## config.mk

```make
export PLATFORM = sky130hd
export DESIGN_NAME = scan_arbiter
export DESIGN_NICKNAME = d
export VERILOG_FILES = /design/src/rtl/scan_pkg.sv /design/src/rtl/scan_arbiter_rr_pick.sv /design/src/rtl/scan_arbiter.sv
export SDC_FILE = /design/constraint.sdc
export NUM_CORES = 1
export LEC_CHECK = 0
export CAP_MARGIN = 25
export CORE_MARGIN = 8
export CORE_UTILIZATION = 44
export CTS_CLUSTER_DIAMETER = 200
export DETAILED_ROUTE_END_ITERATION = 6
export GPL_ROUTABILITY_DRIVEN = 1
export PLACE_DENSITY = 0.85
export SYNTH_ARGS = -nofsm -noshare
export SYNTH_HDL_FRONTEND = slang
export SYNTH_SLANG_ARGS = --single-unit
```

## constraint.sdc

```tcl
create_clock -name clk -period 2.7 [get_ports clk]
set_input_delay 0.405 -clock clk [delete_from_list [all_inputs] [get_ports clk]]
set_output_delay 0.405 -clock clk [all_outputs]
set_load 0.005 [all_outputs]
```

## src/rtl/scan_pkg.sv

```systemverilog
// Shared encodings for the serial debug unit's scan arbiter: FSM states and scan types.
package scan_pkg;

  typedef enum logic [1:0] {
    ST_IDLE = 2'd0,
    ST_REQ  = 2'd1,
    ST_WAIT = 2'd2,
    ST_DONE = 2'd3
  } scan_state_e;

  localparam logic SCAN_BYTE = 1'b0;
  localparam logic SCAN_ADDR = 1'b1;

endpackage

```

## src/rtl/scan_arbiter_rr_pick.sv

```systemverilog
// Combinational round-robin pick: first set req bit at or above ptr, wrapping modulo N_REQ.
module rr_pick #(
  parameter int unsigned N_REQ = 4,
  parameter int unsigned IDW   = $clog2(N_REQ)
) (
  input  logic [N_REQ-1:0] req,
  input  logic [IDW-1:0]   ptr,
  output logic             valid,
  output logic [IDW-1:0]   idx
);

  logic [IDW:0] k;

  // Scan downward so the last hit (smallest offset from ptr) wins.
  always_comb begin
    valid = 1'b0;
    idx   = '0;
    k     = '0;
    for (int i = N_REQ - 1; i >= 0; i--) begin
      k = {1'b0, ptr} + (IDW+1)'(i);
      if (k >= (IDW+1)'(N_REQ)) k = k - (IDW+1)'(N_REQ);
      if (req[k[IDW-1:0]]) begin
        valid = 1'b1;
        idx   = k[IDW-1:0];
      end
    end
  end

endmodule

```

## src/rtl/scan_arbiter.sv

```systemverilog
// Round-robin arbiter sharing one serial scan/parse unit between N_REQ requesters.
// Optional watchdog abort of a stuck scan: define SCAN_ARB_TIMEOUT_EN.
module scan_arbiter
  import scan_pkg::*;
#(
  parameter int unsigned N_REQ       = 4,
  parameter int unsigned TIMEOUT_CYC = 32'd100_000_000,
  parameter int unsigned IDW         = $clog2(N_REQ)
) (
  input  logic             clk,
  input  logic             rst,
  input  logic [N_REQ-1:0] req,
  input  logic [N_REQ-1:0] typ,
  output logic [N_REQ-1:0] ack,
  output logic [N_REQ-1:0] err,
  output logic [31:0]      dout,
  output logic [IDW-1:0]   gnt_id,
  output logic             busy,
  output logic             scn_req,
  output logic             scn_type,
  input  logic             scn_ack,
  input  logic [31:0]      scn_din,
  output logic             scn_abort
);

  scan_state_e    state;
  logic [IDW-1:0] ptr;
  logic           pick_valid;
  logic [IDW-1:0] pick_idx;
  logic           wd_expired;

  rr_pick #(
    .N_REQ (N_REQ),
    .IDW   (IDW)
  ) u_rr_pick (
    .req   (req),
    .ptr   (ptr),
    .valid (pick_valid),
    .idx   (pick_idx)
  );

`ifdef SCAN_ARB_TIMEOUT_EN
  logic [31:0] wd_cnt;

  assign wd_expired = (wd_cnt == 32'(TIMEOUT_CYC - 1));

  always_ff @(posedge clk or posedge rst) begin
    if (rst) begin
      wd_cnt <= '0;
    end else if (state == ST_REQ) begin
      wd_cnt <= '0;
    end else if (state == ST_WAIT) begin
      wd_cnt <= wd_cnt + 32'd1;
    end
  end
`else
  assign wd_expired = 1'b0;
`endif

  // Outputs are registered on the transition into the state that owns them,
  // so ack/err/scn_abort are high exactly during DONE and scn_req during REQ.
  always_ff @(posedge clk or posedge rst) begin
    if (rst) begin
      state     <= ST_IDLE;
      ptr       <= '0;
      gnt_id    <= '0;
      ack       <= '0;
      err       <= '0;
      dout      <= '0;
      busy      <= 1'b0;
      scn_req   <= 1'b0;
      scn_type  <= SCAN_BYTE;
      scn_abort <= 1'b0;
    end else begin
      ack       <= '0;
      err       <= '0;
      scn_req   <= 1'b0;
      scn_abort <= 1'b0;
      unique case (state)
        ST_IDLE: begin
          // Holding off while scn_ack is high avoids capturing one result twice.
          if (pick_valid && !scn_ack) begin
            gnt_id   <= pick_idx;
            scn_type <= typ[pick_idx];
            scn_req  <= 1'b1;
            busy     <= 1'b1;
            state    <= ST_REQ;
          end
        end
        ST_REQ: begin
          state <= ST_WAIT;
        end
        ST_WAIT: begin
          if (scn_ack) begin
            dout        <= scn_din;
            ack[gnt_id] <= 1'b1;
            state       <= ST_DONE;
          end else if (wd_expired) begin
            dout        <= '0;
            ack[gnt_id] <= 1'b1;
            err[gnt_id] <= 1'b1;
            scn_abort   <= 1'b1;
            state       <= ST_DONE;
          end
        end
        ST_DONE: begin
          ptr   <= (gnt_id == IDW'(N_REQ - 1)) ? '0 : gnt_id + 1'b1;
          busy  <= 1'b0;
          state <= ST_IDLE;
        end
        default: state <= ST_IDLE;
      endcase
    end
  end

endmodule

```

==> results.cfg <==
[cts]
clk_latency_ns = 0.29
cts_hold_buf = 0
tritoncts = built
cts_max_path_buffers = 2
cts_root_buf = clkbuf_8
cts_resized = 0
cts-htree-levels = 2
postCtsSetupBuffers = 0
clk_transition_reported_paths_ns = 0.08
numCtsBuffers = 5
clock_sink_count = 45

[setup_path]
critical_path_required_ns = 2.87
cp_slowest_stage_delay_ns = 0.49
worstPathMaxFanout = 5
worst_ep_arrival_time_ns = 1.87
crit_path_cell_trace = clkdlybuf4s50_1 -> nor4_1 -> nor2_1 -> nor2b_2 -> a21oi_2 -> mux2_4
critPathLaunchType = input pin
critPathKind = in2reg
path_buf_inv = 1
critPathCaptureType = flip-flop
crit_family = simple AND/OR/NAND/NOR gates
crit_slowest_cell = clkdlybuf4s50_1

[drt]
route.detailed.wl_per_inst_um = 16.28
initialDrtViolationCount = 56
routed-via-count = 1346
drtAntennaViolNets = 0
via_density_per_instance = 4.773
dr.pass1.iters = 4
routed_wl_mm = 4.592
post-route-drc-count = 0

[synth]
synth.lib_cells_used.distinct = 26
synthFlopType = dfrtp_1
yosys_register_bits = 45
synth.yosys.seq_area_share_pct = 58.63
synth_enable_flop_cells = 0
top_cells_by_area_synth = dfrtp_1, mux2_2, ha_1
synthArstFlopShare_pct = 100.0
syn_inst = 140
synth_top_area_share_pct = 58.63
netlist_area_um2 = 1921
synth.avg_cell_area_um2 = 13.72
synth_top_area_cell = dfrtp_1
yosysWarnings = 0
ys_top_cells_by_count = dfrtp_1, mux2_2, inv_1
post-synth-top-count-cell = dfrtp_1

[floorplanning]
rows = 24
floorplan.die_area_um2 = 6735
die_y_um = 82.07
initial_utilization_pct = 44.73
io_pins = 89
die_x_um = 82.07
core_area_um2 = 4294

[grt]
use_met2_pct = 20.21
grt_busiest_layer = met2
grt.met3_usage_pct = 4.705
grt_pass1_wl_mm = 6.975
m1_gr_usage_pct = 18.68
antenna_violations_before_repair = 0
vias_in_the_first_global_route = 1359
globalRouteTotalUtil_pct = 13.69
grt-ovfl-total = 0
pin_count_of_the_biggest_net_entering_global_routing = 24

[finish]
final_nets = 280
finalInstanceArea_um2 = 2884
final_layout_size_suffix_gt1_share_pct = 21.30
postLayoutCoreUtil_pct = 67.16
layout.filler_cells = 324
area.sequential_um2 = 1126
insertedDiodeCount = 0
multiInputGateArea_um2 = 715.7
area.growth.synth_to_final_pct = 50.16

[timing]
achievable-frequency_mhz = 588.8
final.period_utilization_pct = 62.90
totalNegativeSetupSlack_ns = 0
setup_repair_after_global_routing_missed_its_margin = no
worst_slew_pin_slew_ns = 0.8238
fin_crit_ns = 1.698
finalHoldViolations = 0
finalSetupViolations = 0
finalMaxSlewViolations = 0
finClkSkew_ns = 0.004747
slew-limit-headroom_pct = 44.74

[power_and_ir_drop]
power_leakage_nw = 1.295
power_density_nw_per_um2 = 1015
ir_worst_vdd_uv = 449.8
post-layout-total-power_mw = 2.926

[placed_design]
dpl_cell_area_um2 = 2801
hpwlAfterDp_mm = 3.676
port_buffers = 83
finalWeightedCongestion = 0.7349

[min_path]
holdCritPathClass = in2async

[run]
cap_violations = 0

[outcome]
status = finished, final reports clean
==> sequential cells by signal (all words and copies together) (netlist names) <==
register  count
scn_req       1
ack           4
busy          1
gnt_id        2
dout         32
state         2
ptr           2
scn_type      1
==> where the power goes <==
group / switching (mW) / total, mW / leakage, nW / internal (mW)
clock network: 0.212 / 0.391 / 0.0450 / 0.180
registers: 0.177 / 1.17 / 0.544 / 0.993
logic: 0.455 / 1.36 / 0.706 / 0.909
total: 0.844 / 2.93 / 1.30 / 2.08
==> final timing paths <==
path	from	endpoint	slack, ns	depth (start not counted)
max	req[1]	state[1]	1.00	6
min	rst	dout[3]	0.48	2
max reg2reg	state[0]	dout[25]	1.05	5
min reg2reg	scn_type	scn_type	0.49	2
max in group asynchronous	rst	ack[2]	1.49	3
min in group clk	scn_type	scn_type	0.49	2
==> cells by family (layout without fill, tap and decap cells) <==
kind of cell | Yosys count | in the layout | share of synthesized area [%]
adder cells (fa/ha/maj) | 8 | 8 | 5.212
buffers and inverters | 19 | 105 | 4.886
flip-flops | 45 | 45 | 58.63
AO/OA/AOI/OAI | 14 | 14 | 5.408
multiplexers | 36 | 36 | 21.17
other | 1 | 5 | 0.1953
AND/OR/NAND/NOR | 17 | 17 | 4.495
==> placed cells by master, fill, tap and decap left out, drive strengths merged <==
cell,netlist,routed
clkinv,0,3
clkbuf,0,6
o221ai,1,1
o221a,1,1
dfrtp,45,45
nor2,3,3
o32a,1,1
ha,8,8
mux2,34,34
mux2i,2,2
conb,1,5
o21ai,4,4
clkdlybuf4s50,0,83
nand2,7,7
and3,4,4
nor2b,1,1
a21o,1,1
nor4,1,1
or2,1,1
inv,11,10
buf,8,3
a221oi,1,1
a21oi,3,3
o22ai,2,2
==> routing by layer <==
metal / vias up / wire length (um)
met2: 66 / 2072
li1: 652 / -
met1: 624 / 1978
met3: 4 / 512
met5: - / 0
met4: 0 / 28
==> per-stage QoR <==
stage / setup WS [ns] / instances / hold slack (ns)
finish: 1.002 / 282 / 0.4822
global route: 0.9281 / 282 / 0.5272
CTS: 0.9914 / 282 / 0.4924
detailed placement: 0.7101 / 274 / 0.4772
global placement: 0.7441 / 274 / 0.4788
floorplan: 1.215 / 144 / 0.4774
==> final cells by class <==
class | instances | area share, %
timing repair buffer | 86 | 29.59
sequential | 45 | 39.05
inverter | 11 | 1.432
tap | 52 | 2.256
multi-input combinational | 80 | 24.82
clock inverter | 2 | 0.3471
clock buffer | 6 | 2.516
==> worst register-to-register path, cell delays in order, from the launching register on <==
cell	delay (ns)
dfrtp_1	0.39
inv_1	0.09
ha_1	0.30
nand2_1	0.11
buf_4	0.28
mux2_2	0.38
Note: power is estimated with default switching activity, not from simulation.
